**config.mk**
```make
export PLATFORM = sky130hd
export DESIGN_NAME = free_list
export DESIGN_NICKNAME = d
export VERILOG_FILES = /design/src/rtl/free_list_pkg.sv /design/src/rtl/free_list_ptr_add.sv /design/src/rtl/free_list.sv
export SDC_FILE = /design/constraint.sdc
export NUM_CORES = 2
export LEC_CHECK = 0
export CORE_ASPECT_RATIO = 1.4
export CORE_MARGIN = 3
export CORE_UTILIZATION = 30
export DETAILED_ROUTE_END_ITERATION = 10
export PLACE_DENSITY_LB_ADDON = 0.1
export SLEW_MARGIN = 20
export SYNTH_ARGS = -nofsm -noshare
export SYNTH_HDL_FRONTEND = slang
export SYNTH_SLANG_ARGS = --single-unit
```
**constraint.sdc**
```tcl
create_clock -name clock -period 3.9 [get_ports clock]
set_input_delay 0.975 -clock clock [delete_from_list [all_inputs] [get_ports clock]]
set_output_delay 0.975 -clock clock [all_outputs]
set_load 0.01 [all_outputs]
```
**src/rtl/free_list_pkg.sv**
```systemverilog
// ---------------------------------------------------------------------------
// free_list_pkg
// Shared rename constants used by the free list and its pointer adder.
//   NUM_AR  : architectural registers (initial tag base for the free list)
//   NUM_PR  : physical registers
//   FL_SIZE : free-list depth (physical minus architectural)
//   PR_W    : physical tag width
// ---------------------------------------------------------------------------
package free_list_pkg;
    localparam int NUM_AR  = 32;
    localparam int NUM_PR  = 128;
    localparam int FL_SIZE = NUM_PR - NUM_AR;
    localparam int PR_W    = $clog2(NUM_PR);
endpackage

```
**src/rtl/free_list_ptr_add.sv**
```systemverilog
// ---------------------------------------------------------------------------
// fl_ptr_add
// Adds 0..2 to a circular-buffer pointer, wrapping modulo SIZE. SIZE need
// not be a power of two, so the wrap is an explicit compare-and-subtract.
// Ports:
//   ptr_i : current pointer (0..SIZE-1)
//   inc_i : increment (0..2)
//   sum_o : (ptr_i + inc_i) mod SIZE
// ---------------------------------------------------------------------------
module fl_ptr_add
    import free_list_pkg::*;
#(
    parameter int SIZE  = free_list_pkg::FL_SIZE,
    parameter int PTR_W = $clog2(SIZE)
) (
    input  logic [PTR_W-1:0] ptr_i,
    input  logic [1:0]       inc_i,
    output logic [PTR_W-1:0] sum_o
);
    localparam logic [PTR_W:0] SIZE_W = (PTR_W+1)'(SIZE);

    logic [PTR_W:0] raw;
    logic [PTR_W:0] wrapped;

    // One extra bit of headroom so ptr+2 never overflows before the compare.
    assign raw     = {1'b0, ptr_i} + {{(PTR_W-1){1'b0}}, inc_i};
    assign wrapped = raw - SIZE_W;
    assign sum_o   = (raw >= SIZE_W) ? wrapped[PTR_W-1:0] : raw[PTR_W-1:0];
endmodule

```
**src/rtl/free_list.sv**
```systemverilog
// ---------------------------------------------------------------------------
// free_list
// Circular free list of physical register tags for a 2-wide rename stage.
// Tags are allocated at head, freed tags are written at tail, and
// retired_head tracks the head as seen by committed state so a flush can
// restore it.
// Ports:
//   clock, reset             : rising-edge clock, synchronous active-high reset
//   id_dispatch_num          : tags consumed this cycle (0..2, clamped to avail)
//   rob_retire_num           : tags returned this cycle (0..2)
//   rob_retire_told0/1       : returned tags, slot 0 then slot 1
//   recover                  : flush; head restored from retired_head
//   fl_pr0, fl_pr1           : next two free tags (combinational from buffer)
//   fl_avail_num             : min(count, 2)
//   fl_count                 : number of free entries
//   fl_error                 : sticky illegal-request flag, only when the
//                              FL_OVERFLOW_CHK_EN macro is defined
// ---------------------------------------------------------------------------
module free_list #(
    parameter int FL_SIZE = free_list_pkg::FL_SIZE,
    parameter int PR_W    = free_list_pkg::PR_W
) (
    input  logic                         clock,
    input  logic                         reset,
    input  logic [1:0]                   id_dispatch_num,
    input  logic [1:0]                   rob_retire_num,
    input  logic [PR_W-1:0]              rob_retire_told0,
    input  logic [PR_W-1:0]              rob_retire_told1,
    input  logic                         recover,
    output logic [PR_W-1:0]              fl_pr0,
    output logic [PR_W-1:0]              fl_pr1,
    output logic [1:0]                   fl_avail_num,
    output logic [$clog2(FL_SIZE+1)-1:0] fl_count
`ifdef FL_OVERFLOW_CHK_EN
    ,
    output logic                         fl_error
`endif
);
    import free_list_pkg::*;

    localparam int PTR_W = $clog2(FL_SIZE);
    localparam int CNT_W = $clog2(FL_SIZE+1);
    localparam logic [PTR_W-1:0] LAST_PTR  = PTR_W'(FL_SIZE-1);
    localparam logic [CNT_W:0]   FULL_WIDE = (CNT_W+1)'(FL_SIZE);

    logic [PR_W-1:0]  tag_q [FL_SIZE];
    logic [PTR_W-1:0] head_q, head_d;
    logic [PTR_W-1:0] tail_q, tail_d;
    logic [PTR_W-1:0] rhead_q, rhead_d;
    logic [CNT_W-1:0] count_q, count_d;

    logic [PTR_W-1:0] head_p1, tail_p1, head_adv;
    logic [1:0]       avail;
    logic [1:0]       disp_eff;
    logic [1:0]       ret_eff;
    logic [CNT_W:0]   count_sum;
    logic             count_over;

    // Single-step wrap, used only to address the second slot.
    function automatic logic [PTR_W-1:0] ptr_inc1(input logic [PTR_W-1:0] p);
        return (p == LAST_PTR) ? '0 : p + 1'b1;
    endfunction

    assign head_p1 = ptr_inc1(head_q);
    assign tail_p1 = ptr_inc1(tail_q);

    assign avail = (count_q >= CNT_W'(2)) ? 2'd2 : count_q[1:0];

    always_comb begin
        disp_eff = id_dispatch_num;
        if (id_dispatch_num > avail) begin
            disp_eff = avail;
        end
        if (recover) begin
            disp_eff = 2'd0;
        end
        // A retire count of 3 has no meaning on a 2-wide port; treat as 2.
        ret_eff = (rob_retire_num == 2'd3) ? 2'd2 : rob_retire_num;
    end

    fl_ptr_add #(.SIZE(FL_SIZE), .PTR_W(PTR_W)) u_head_add (
        .ptr_i (head_q),
        .inc_i (disp_eff),
        .sum_o (head_adv)
    );

    fl_ptr_add #(.SIZE(FL_SIZE), .PTR_W(PTR_W)) u_tail_add (
        .ptr_i (tail_q),
        .inc_i (ret_eff),
        .sum_o (tail_d)
    );

    fl_ptr_add #(.SIZE(FL_SIZE), .PTR_W(PTR_W)) u_rhead_add (
        .ptr_i (rhead_q),
        .inc_i (ret_eff),
        .sum_o (rhead_d)
    );

    // disp_eff never exceeds count, so the subtraction cannot underflow.
    assign count_sum  = {1'b0, count_q} - (CNT_W+1)'(disp_eff) + (CNT_W+1)'(ret_eff);
    assign count_over = (count_sum > FULL_WIDE);

    always_comb begin
        head_d  = head_adv;
        count_d = count_over ? CNT_W'(FL_SIZE) : count_sum[CNT_W-1:0];
        if (recover) begin
            head_d  = rhead_d;
            count_d = CNT_W'(FL_SIZE);
        end
    end

    always_ff @(posedge clock) begin
        if (reset) begin
            head_q  <= '0;
            tail_q  <= '0;
            rhead_q <= '0;
            count_q <= CNT_W'(FL_SIZE);
        end else begin
            head_q  <= head_d;
            tail_q  <= tail_d;
            rhead_q <= rhead_d;
            count_q <= count_d;
        end
    end

    // Each entry resets to its own tag and is written by whichever retire
    // slot points at it this cycle.
    generate
        for (genvar gi = 0; gi < FL_SIZE; gi++) begin : g_entry
            always_ff @(posedge clock) begin
                if (reset) begin
                    tag_q[gi] <= PR_W'(NUM_AR + gi);
                end else if ((ret_eff != 2'd0) && (tail_q == PTR_W'(gi))) begin
                    tag_q[gi] <= rob_retire_told0;
                end else if ((ret_eff == 2'd2) && (tail_p1 == PTR_W'(gi))) begin
                    tag_q[gi] <= rob_retire_told1;
                end
            end
        end
    endgenerate

    // Reads come from registered state only, so a tag freed this cycle is
    // visible at the earliest on the next cycle.
    assign fl_pr0       = tag_q[head_q];
    assign fl_pr1       = tag_q[head_p1];
    assign fl_avail_num = avail;
    assign fl_count     = count_q;

`ifdef FL_OVERFLOW_CHK_EN
    logic error_q;
    logic error_hit;

    // A flush discards dispatch, so only non-recover cycles can be illegal.
    assign error_hit = !recover && ((id_dispatch_num > avail) || count_over);

    always_ff @(posedge clock) begin
        if (reset) begin
            error_q <= 1'b0;
        end else if (error_hit) begin
            error_q <= 1'b1;
        end
    end

    assign fl_error = error_q;
`endif
endmodule
```
==> flow_summary.ini <==
[status]
status = finished, violations left
violations = negative setup slack

[sta]
relSlewSlack_pct = 21.0
fin_crit_sh_pct = 126
drv_slew = 0
fmax_ghz = 0.204
finalSetupTns_ps = -12840
skew_ps = 34.3
hold_viol_final = 0
rsz0062_at_grt = yes
worst_slew_pin_slew_ps = 1180
finalWorstSetupSlack_ps = -1000
setup_violations = 14
post-route-min-period_ps = 4900

[yosys]
synth-seq-cells = 700
synth_edf_count = 672
synth_area_leaders = edfxtp_1 48%, mux4_2 15%, o22ai_1 4.8%, nand2_1 4.1%, a22oi_1 3.8%
async_reset_ff_share_pct = 0
synth_cells = 3647
syn_avg_cell_area_sq_um = 11.5
netlist_area_sq_mm = 0.0419
synthXorXnorAreaFrac_pct = 0.564
synthesis.nets = 3695
ys_seq_area_share_pct = 49.5
synth_top_area_cell = edfxtp_1
yosysTopAreaCellShare_pct = 48.2
synth-main-ff-cell = edfxtp_1
synth_top_family_by_area = multiplexers
synth-compound-area-share_pct = 16.1
ys.warnings.count = 0
synth_common_cells = 672 x edfxtp_1, 463 x nand2_1, 321 x o22ai_1
synthMuxAreaShare_pct = 18.5
yosysUniqueCellTypes = 56
synthAdderAreaFrac_pct = 0.896
yosys.area_share.simple_pct = 10.6
synthMostInstantiatedCell = edfxtp_1

[clock_network]
clock_sinks = 700
cts-root-buf = clkbuf_16
cts_buffer_depth = 3
clk_latency_ps = 730
ctsHoldBuffers = 0
numCtsBuffers = 80
clk_pin_slew_worst_paths_ps = 70
tritoncts = done
ctsHtreeMaxLevel = 3

[grt]
track_usage_pct = 31.9
antenna_found_initial = 14
use_met1_pct = 38.5
grt_use_met3_pct = 5.66
grt_pass1_wl_microns = 315000
grt_max_degree = 81
grtUsageMet2_pct = 52.1
grt_pass1_vias = 36300
busiest_layer = met2
grt_overflow = 0

[setup_path]
worstSetupStartpoint = head_q[0]
critPathCapture = fl_pr0[3]
r2r-start = fl_count[3]
critical_path.max_fanout = 5
r2r-end = fl_count[2]
regToRegSetupSlack_ps = 240
crit_slowest_cell = mux4_2
cpPeakStageDelay_ps = 640
critPathArrivalTime_ps = 3930
crit_path_frequent_cell = mux4_2
crit_chain = buf_8 -> buf_16 -> buf_6 -> buf_4 -> mux4_2 -> mux4_2 -> mux4_2 -> nor2_2 -> a31oi_1 -> buf_2
crit_path_end_kind = output port
criticalPathCategory = reg2out
cp.required_ps = 2920
r2r_cells = 20
start_kind = flop

[drt]
drt_wl_total_microns = 236000
drcViolationCount = 0
dr_total_vias = 37482
first_pass_iters = 8
vias_per_cell = 6.49
drt_iter0_markers = 4899
postRouteAntennaNets = 0
avgRoutedWirePerCell_microns = 40.8

[power_and_ir_drop]
p_leak_nw = 16.7
p_seq_share_pct = 38.0
combPwrFrac_pct = 26.4
ir_worst_vdd_mv = 0.343
power_mw = 22.5
pwr_density_cell_mw_per_mm2 = 435
p_int_mw = 15.3
swShare_pct = 32.0
power.switching_mw = 7.22
power_frac_clock_pct = 35.6

[layout]
layout-drive-gt1-share_pct = 27.6
fin_cells = 5778
fin_nets = 3959
area_growth_pct = 23.7

[place]
gp_congestion = 0.976
placed_cells = 5582
hpwl_microns = 161000
port_buffers = 43
pre_cts_ws_ps = -1050

[floorplan]
die_y_microns = 448
io_pins = 44
start_util_pct = 30.3
num_rows = 161
fp.coreArea_sq_mm = 0.138
die_area_sq_mm = 0.144
die_x_microns = 322

[flow_run]
maxCapViolations = 0

[hold_path]
hp-start = rhead_q[2]
hp-class = reg2reg
-- registers in the layout, indices dropped and copies added (netlist names) --
register  flops
fl_count      7
head_q        7
rhead_q       7
tag_q       672
tail_q        7
-- how the worst min path moves through the flow --
stage,endpoint,slack [ps],cells after the start
finish,rhead_q[2],580,2
global placement,rhead_q[2],560,2
detailed placement,rhead_q[2],560,2
CTS,rhead_q[2],580,2
global route,tail_q[6],640,2
floorplan,rhead_q[4],520,2
-- routing by layer --
metal,wire [microns],vias up
li1,-,15010
met5,19,-
met2,111000,2340
met4,18900,2
met1,86400,19528
met3,19400,602
-- critical path, delay by kind of cell (launching register included) --
family          cells  cell delay [ps]
flops               1              390
buf+inv             5              820
compound gates      1              110
simple gates        1              130
mux                 3             1750
-- area by class of cell --
cell class              count  area [sq um]
fillers                 13655         86400
repair buffers            552          5580
inverters                  30           144
flip-flops and latches    700         20800
clock buffers              93          2050
multi-input cells        2547         20400
diodes                     10          25.0
well taps                1793          2240
clock inverters            53           596
-- power groups by stage --
| stage | registers [mW] | logic [mW] | clock network [mW] |
|---|---|---|---|
| 2_1_floorplan | 8.64 | 2.61 | 0 |
| 3_3_place_gp | 8.72 | 5.31 | 0 |
| 3_5_place_dp | 8.71 | 5.29 | 0 |
| 4_1_cts | 8.56 | 5.60 | 8.06 |
| 5_1_grt | 8.57 | 6.13 | 8.34 |
| 6_report | 8.56 | 5.96 | 8.02 |
-- cells by family after synthesis --
logic type / after synthesis
AO/OA/AOI/OAI: 1020
buffers and inverters: 400
XOR/XNOR: 27
AND/OR/NAND/NOR: 1040
multiplexers: 433
adder cells (fa/ha/maj): 27
flip-flops: 700
-- placed cells by master (no fill, tap or decap), types with 87 or more instances in the layout --
cell	n
mux2i_1	157
a21oi_1	251
nor2_1	287
clkbuf_16	87
nand2_1	457
a22oi_1	207
buf_4	399
mux4_2	273
o22ai_1	315
nand3_1	128
edfxtp_1	672
-- what timing repair did --
item                                    4_1_cts  5_1_grt
pin swaps                                    32       40
buffers inserted                             13       14
resized for setup                           152       67
gates cloned                                 10        7
endpoints found under the setup margin       19       21
-- through the flow --
step | utilization, % | hold WS, ps | area [sq um]
CTS | 37.1 | 579 | 51200
floorplan | - | 518 | 41900
global route | 37.5 | 641 | 51800
global placement | 34.5 | 560 | 47600
detailed placement | 34.5 | 564 | 47600
finish | 37.5 | 578 | 51800
Power figures use the tool's default switching activity.
